### src/rtl/fetch_stage_pkg.sv
// Shared fetch-stage definitions: reset PC, bubble encoding, fetch FSM states.
package fetch_stage_pkg;

    localparam logic [31:0] RESET_PC = 32'h0000_3000;
    localparam logic [31:0] NOP_WORD = 32'h0000_0000;

    typedef enum logic {
        F_REQ  = 1'b0,
        F_HOLD = 1'b1
    } fState_t;

    function automatic logic [31:0] pcPlus4(input logic [31:0] pc);
        return pc + 32'd4;
    endfunction

endpackage

### src/rtl/fetch_stage_if.sv
// Instruction-memory request/valid bus: level request held until the word returns.
interface fetch_stage_if;

    logic        im_req;
    logic [31:0] im_addr;
    logic        im_rvalid;
    logic [31:0] im_rdata;

    modport master (output im_req, output im_addr, input im_rvalid, input im_rdata);
    modport slave  (input im_req, input im_addr, output im_rvalid, output im_rdata);

endinterface

### src/rtl/fetch_stage_if_id_reg.sv
// IF/ID pipeline register: load a fetched instr, insert a bubble, or hold.
// Registered outputs; hold wins whenever neither load nor bubble is asserted.
module if_id_reg
    import fetch_stage_pkg::*;
#(
    parameter logic [31:0] NOP = NOP_WORD
) (
    input  logic        clk,
    input  logic        reset,
    input  logic        load,
    input  logic        bubble,
    input  logic [31:0] fInstr,
    input  logic [31:0] fPc,
    input  logic [31:0] fPc4,
    output logic [31:0] dInstr,
    output logic [31:0] dPc,
    output logic [31:0] dPc4,
    output logic        dValid
);

    always_ff @(posedge clk or posedge reset) begin
        if (reset) begin
            dInstr <= NOP;
            dPc    <= 32'd0;
            dPc4   <= 32'd0;
            dValid <= 1'b0;
        end else if (load) begin
            dInstr <= fInstr;
            dPc    <= fPc;
            dPc4   <= fPc4;
            dValid <= 1'b1;
        end else if (bubble) begin
            // PC fields keep their last value; only the instr is squashed.
            dInstr <= NOP;
            dValid <= 1'b0;
        end
    end

endmodule

### src/rtl/fetch_stage.sv
// IF stage + IF/ID register for a delay-slot MIPS pipeline over a variable-latency imem.
// One request outstanding; a stalled return is parked in a 1-entry buffer until D accepts it.
module fetch_stage
    import fetch_stage_pkg::*;
#(
    parameter logic [31:0] RESET_PC_P = RESET_PC,
    parameter logic [31:0] NOP_WORD_P = NOP_WORD
) (
    input  logic                 clk,
    input  logic                 reset,
    input  logic                 stall,
    input  logic                 d_jump_taken,
    input  logic [31:0]          d_target,
    fetch_stage_if.master        imBus,
    output logic [31:0]          D_instr,
    output logic [31:0]          D_pc,
    output logic [31:0]          D_pc4,
    output logic                 D_valid
);

    fState_t     state;
    fState_t     stateNext;
    logic [31:0] fPc;
    logic [31:0] fPc4;
    logic [31:0] bufInstr;
    logic [31:0] redirPc;
    logic        redirPend;
    logic [31:0] nextF;
    logic [31:0] fInstr;
    logic [31:0] targetAligned;
    logic        fReady;
    logic        adv;
    logic        takeRedir;
    logic        bubble;

    assign imBus.im_req  = (state == F_REQ);
    assign imBus.im_addr = fPc;

    assign fPc4          = pcPlus4(fPc);
    assign targetAligned = d_target & ~32'h0000_0003;
    assign fReady        = ((state == F_REQ) && imBus.im_rvalid) || (state == F_HOLD);
    assign fInstr        = imBus.im_rvalid ? imBus.im_rdata : bufInstr;
    assign adv           = fReady && !stall;
    assign takeRedir     = D_valid && d_jump_taken && !stall;
    assign bubble        = !stall && !fReady;

    // A pending redirect outranks a fresh one: the delay slot it belongs to is still in F.
    always_comb begin
        nextF = fPc4;
        if (redirPend) begin
            nextF = redirPc;
        end else if (takeRedir) begin
            nextF = targetAligned;
        end
    end

    always_comb begin
        stateNext = state;
        if (adv) begin
            stateNext = F_REQ;
        end else if ((state == F_REQ) && imBus.im_rvalid && stall) begin
            stateNext = F_HOLD;
        end
    end

    always_ff @(posedge clk or posedge reset) begin
        if (reset) begin
            state <= F_REQ;
        end else begin
            state <= stateNext;
        end
    end

    always_ff @(posedge clk or posedge reset) begin
        if (reset) begin
            fPc       <= RESET_PC_P;
            bufInstr  <= 32'd0;
            redirPend <= 1'b0;
            redirPc   <= 32'd0;
        end else begin
            if (adv) begin
                fPc       <= nextF;
                redirPend <= 1'b0;
            end else if (takeRedir) begin
                // Jump leaves D before its delay slot arrived; remember where to go after it.
                redirPend <= 1'b1;
                redirPc   <= targetAligned;
            end
            if ((state == F_REQ) && imBus.im_rvalid && stall) begin
                bufInstr <= imBus.im_rdata;
            end
        end
    end

    if_id_reg #(
        .NOP (NOP_WORD_P)
    ) u_if_id_reg (
        .clk    (clk),
        .reset  (reset),
        .load   (adv),
        .bubble (bubble),
        .fInstr (fInstr),
        .fPc    (fPc),
        .fPc4   (fPc4),
        .dInstr (D_instr),
        .dPc    (D_pc),
        .dPc4   (D_pc4),
        .dValid (D_valid)
    );

endmodule

### src/flat_wrapper.sv
// flat-port wrapper written by rule: the top's interface ports become plain ports
module fetch_stage_flat import fetch_stage_pkg::*;
#(
    parameter logic [31:0] RESET_PC_P = RESET_PC,
    parameter logic [31:0] NOP_WORD_P = NOP_WORD
)
  (clk, reset, stall, d_jump_taken, d_target, D_instr, D_pc, D_pc4, D_valid, imBus_im_req, imBus_im_addr, imBus_im_rvalid, imBus_im_rdata);
  fetch_stage_if imBus_i ();
  input  logic clk;
  input  logic reset;
  input  logic stall;
  input  logic d_jump_taken;
  input  logic [31:0] d_target;
  output logic [31:0] D_instr;
  output logic [31:0] D_pc;
  output logic [31:0] D_pc4;
  output logic D_valid;
  output wire logic [$bits(imBus_i.im_req)-1:0] imBus_im_req;
  output wire logic [$bits(imBus_i.im_addr)-1:0] imBus_im_addr;
  input wire logic [$bits(imBus_i.im_rvalid)-1:0] imBus_im_rvalid;
  input wire logic [$bits(imBus_i.im_rdata)-1:0] imBus_im_rdata;
  assign imBus_im_req = imBus_i.im_req;
  assign imBus_im_addr = imBus_i.im_addr;
  assign imBus_i.im_rvalid = imBus_im_rvalid;
  assign imBus_i.im_rdata = imBus_im_rdata;
  fetch_stage #(.RESET_PC_P(RESET_PC_P), .NOP_WORD_P(NOP_WORD_P)) u_core (.clk(clk), .reset(reset), .stall(stall), .d_jump_taken(d_jump_taken), .d_target(d_target), .imBus(imBus_i), .D_instr(D_instr), .D_pc(D_pc), .D_pc4(D_pc4), .D_valid(D_valid));
endmodule
### config.mk
export PLATFORM = sky130hd
export DESIGN_NAME = fetch_stage_flat
export DESIGN_NICKNAME = d
export VERILOG_FILES = /design/src/rtl/fetch_stage_pkg.sv /design/src/rtl/fetch_stage_if.sv /design/src/rtl/fetch_stage_if_id_reg.sv /design/src/rtl/fetch_stage.sv /design/src/flat_wrapper.sv
export SDC_FILE = /design/constraint.sdc
export NUM_CORES = 1
export LEC_CHECK = 0
export ABC_CLOCK_PERIOD_IN_PS = 7100
export BUFFER_PORTS_ARGS = -buffer_cell sky130_fd_sc_hd__buf_2
export CORE_MARGIN = 2
export CORE_UTILIZATION = 59
export DETAILED_ROUTE_END_ITERATION = 10
export GPL_ROUTABILITY_DRIVEN = 0
export HOLD_SLACK_MARGIN = 0.06
export PLACE_DENSITY = 0.95
export SYNTH_ARGS = -nofsm -noshare
export SYNTH_HDL_FRONTEND = slang
export SYNTH_HIERARCHICAL = 1
export SYNTH_SLANG_ARGS = --single-unit
export TNS_END_PERCENT = 5
### constraint.sdc
create_clock -name clk -period 7.1 [get_ports clk]
set_clock_uncertainty 0.05 [all_clocks]
set_input_delay 1.42 -clock clk [delete_from_list [all_inputs] [get_ports clk]]
set_output_delay 1.42 -clock clk [all_outputs]
set_load 0.05 [all_outputs]
==> metrics.cfg <==
[die]
ios = 199
rows = 45
die_area_mm2 = 0.0165
core_area_mm2 = 0.0152
die_w_um = 129
start_util = 0.603
die_y_um = 129

[routing]
drt-wirelength-per-cell_um = 18.6
vias = 6870
drt-vias-per-instance = 5.85
dr.pass1.iters = 4
drc = 0
drtIter0Drc = 365
routed_wirelength_mm = 21.8
drtAntennaViolNets = 0

[min_path]
min_from = u_core/u_if_id_reg/dPc4[11]$_DFFE_PP0P_
hold_depth = 1
hold_path_class = flop to flop

[clock_network]
cts_buffers = 17
cts_hold_buf = 0
post_cts_buffers = 0
clk_pin_slew_ns = 0.07
clockBufferDepth = 2
clock_latency_ns = 0.42
cts_tree = built
cts-root-buf = clkbuf_16
clkSinkCount = 191
cts.repair.resized = 0
cts-htree-levels = 4

[sta]
period_needed_ns = 4.02
slew_violations = 0
finalCritPeriodShare = 0.566
slew_headroom = 0.288
max_freq_ghz = 0.249
grt_setup_unrepaired = no
setup_viol = 0
setup_tns_ns = 0
worst_pin_slew_ns = 1.06
setup_ws_ns = 3.08
finalHoldViolCount = 0

[power]
peakVddDrop_v = 0.000294
p_per_area_mw_per_mm2 = 420
p_leak_uw = 0.00493

[cells_and_area]
nets = 1040
final_common_cell = buf_2
syn2layout_area_growth_pct = 18.2
most-common-layout-cells = buf_2 (194), dfrtp_1 (188), mux2_2 (158), nand2_1 (74), o21ai_0 (56)
drive_gt1_frac = 0.416

[worst_setup_path]
cp_max_fo = 95
cp_cell_sequence = buf_2 > o21bai_4 > buf_4 > inv_4 > buf_4 > nand2_1 > o31a_1 > o32a_1
crit_type = input pin to flop
r2r-start = u_core/imBus.im_addr[2]$_DFFE_PP0P_
worst-r2r-cell-count = 6
critPathLaunch = imBus_im_rvalid
crit_buf_inv = 4
crit_required_ns = 7.36
crit_path_end_kind = flop
path_depth = 8
slowest_stage = inv_4
critical-path-top-delay-family = buffers and inverters
cp.arrival_ns = 4.28
max_stage_delay_ns = 0.69
critPathLaunchType = input pin
r2r_setup_slack_ns = 4.18
cpMostUsedCell = buf_4

[synth]
synthFlopType = dfrtp_1
ys_ff_latch = 191
synthArstFlopShare = 1.00
syn_inst = 800
synth.distinct_cells = 62
yosysSeqAreaShare = 0.522
synth-edff-count = 0
netlist_area_mm2 = 0.00916
synth_warnings = 6
synth.avg_cell_area_um2 = 11.5

[global_routing]
grt_max_degree = 96
met2_usage = 0.440
grt_pass1_vias = 6993
track_usage = 0.268
busiest_layer = met2
met1_usage = 0.339
antenna_found_initial = 4
overflow = 0
met3_usage = 0.0736
grt_first_pass_wirelength_mm = 35.1

[run]
drv_cap = 0

[placement]
numPortBuffers = 194
place_worst_setup_slack_ns = 2.72
dp.final_hpwl_mm = 14.7

[status]
run_status = complete, no violations

-- metrics by stage --
stage               cells  instance area, um^2   util  hold slack [ns]  total power (uW)
floorplan             805                 9180      -            0.421              3050
global placement     1139                10200  0.668            0.429              3430
detailed placement   1139                10200  0.668            0.440              3510
CTS                  1171                10800  0.712            0.455              4570
global route         1173                10800  0.712            0.464              4760
finish               1174                10800  0.712            0.454              4540
-- registers in the layout, summed over array words and instances (netlist names) --
| register | count |
|---|---|
| u_core/bufInstr | 32 |
| u_core/u_if_id_reg/dInstr | 32 |
| u_core/u_if_id_reg/dPc4 | 32 |
| u_core/u_if_id_reg/dPc | 32 |
| u_core/imBus.im_addr | 30 |
| u_core/redirPc | 30 |
| u_core/redirPend | 1 |
| u_core/state | 1 |
| u_core/u_if_id_reg/dValid | 1 |
-- layer usage --
layer | vias to the layer above | part of all wire
li1 | 3162 | -
met1 | 3376 | 0.42
met2 | 274 | 0.48
met3 | 56 | 0.075
met4 | 2 | 0.027
met5 | - | 0.00060
-- cells by family (layout without fill, tap and decap cells) --
family,after synthesis,count (layout),share of synthesized area
compound gates,141,141,0.0956
xor+xnor,28,28,0.0268
fa+ha+maj,1,1,0.00137
buf+inv,73,251,0.0421
flops,191,191,0.522
mux,159,159,0.195
other cells,1,9,0.000409
simple gates,206,206,0.116
-- synthesized netlist by cell type (all sizes together), types with 13 or more instances --
cell type  instances  area share
nor2              33       0.014
a21oi             33       0.018
nand2             74       0.030
clkbuf            38       0.022
nand2b            32       0.022
dfrtp            189        0.52
o21ai             57       0.031
xnor2             19       0.018
buf               20       0.014
mux2             158        0.19
inv               15      0.0061
nand3             13      0.0071
-- final cells by class --
cell class / instances / area, um^2
antenna: 3 / 7.51
clock buffer: 20 / 457
clock inverter: 12 / 204
fill: 1045 / 4380
inverter: 15 / 63.8
multi-input combinational: 541 / 4030
sequential: 191 / 4780
tap: 188 / 235
timing repair buffer: 204 / 1050
-- report_power, final --
part | internal, uW | switching [uW] | total (uW)
Clock | 648 | 405 | 1050
Combinational | 522 | 1270 | 1790
Sequential | 1410 | 284 | 1700
-- final timing paths --
path / endpoint
hold / removal: u_core/u_if_id_reg/dPc4[11]$_DFFE_PP0P_
setup / recovery: u_core/imBus.im_addr[11]$_DFFE_PP0P_
setup reg to reg: u_core/imBus.im_addr[26]$_DFFE_PP0P_
min in group asynchronous: u_core/imBus.im_addr[15]$_DFFE_PP0P_
max in group asynchronous: u_core/redirPend$_DFFE_PP0P_
hold reg to reg: u_core/u_if_id_reg/dPc4[11]$_DFFE_PP0P_
(Power assumes the default switching activity.)
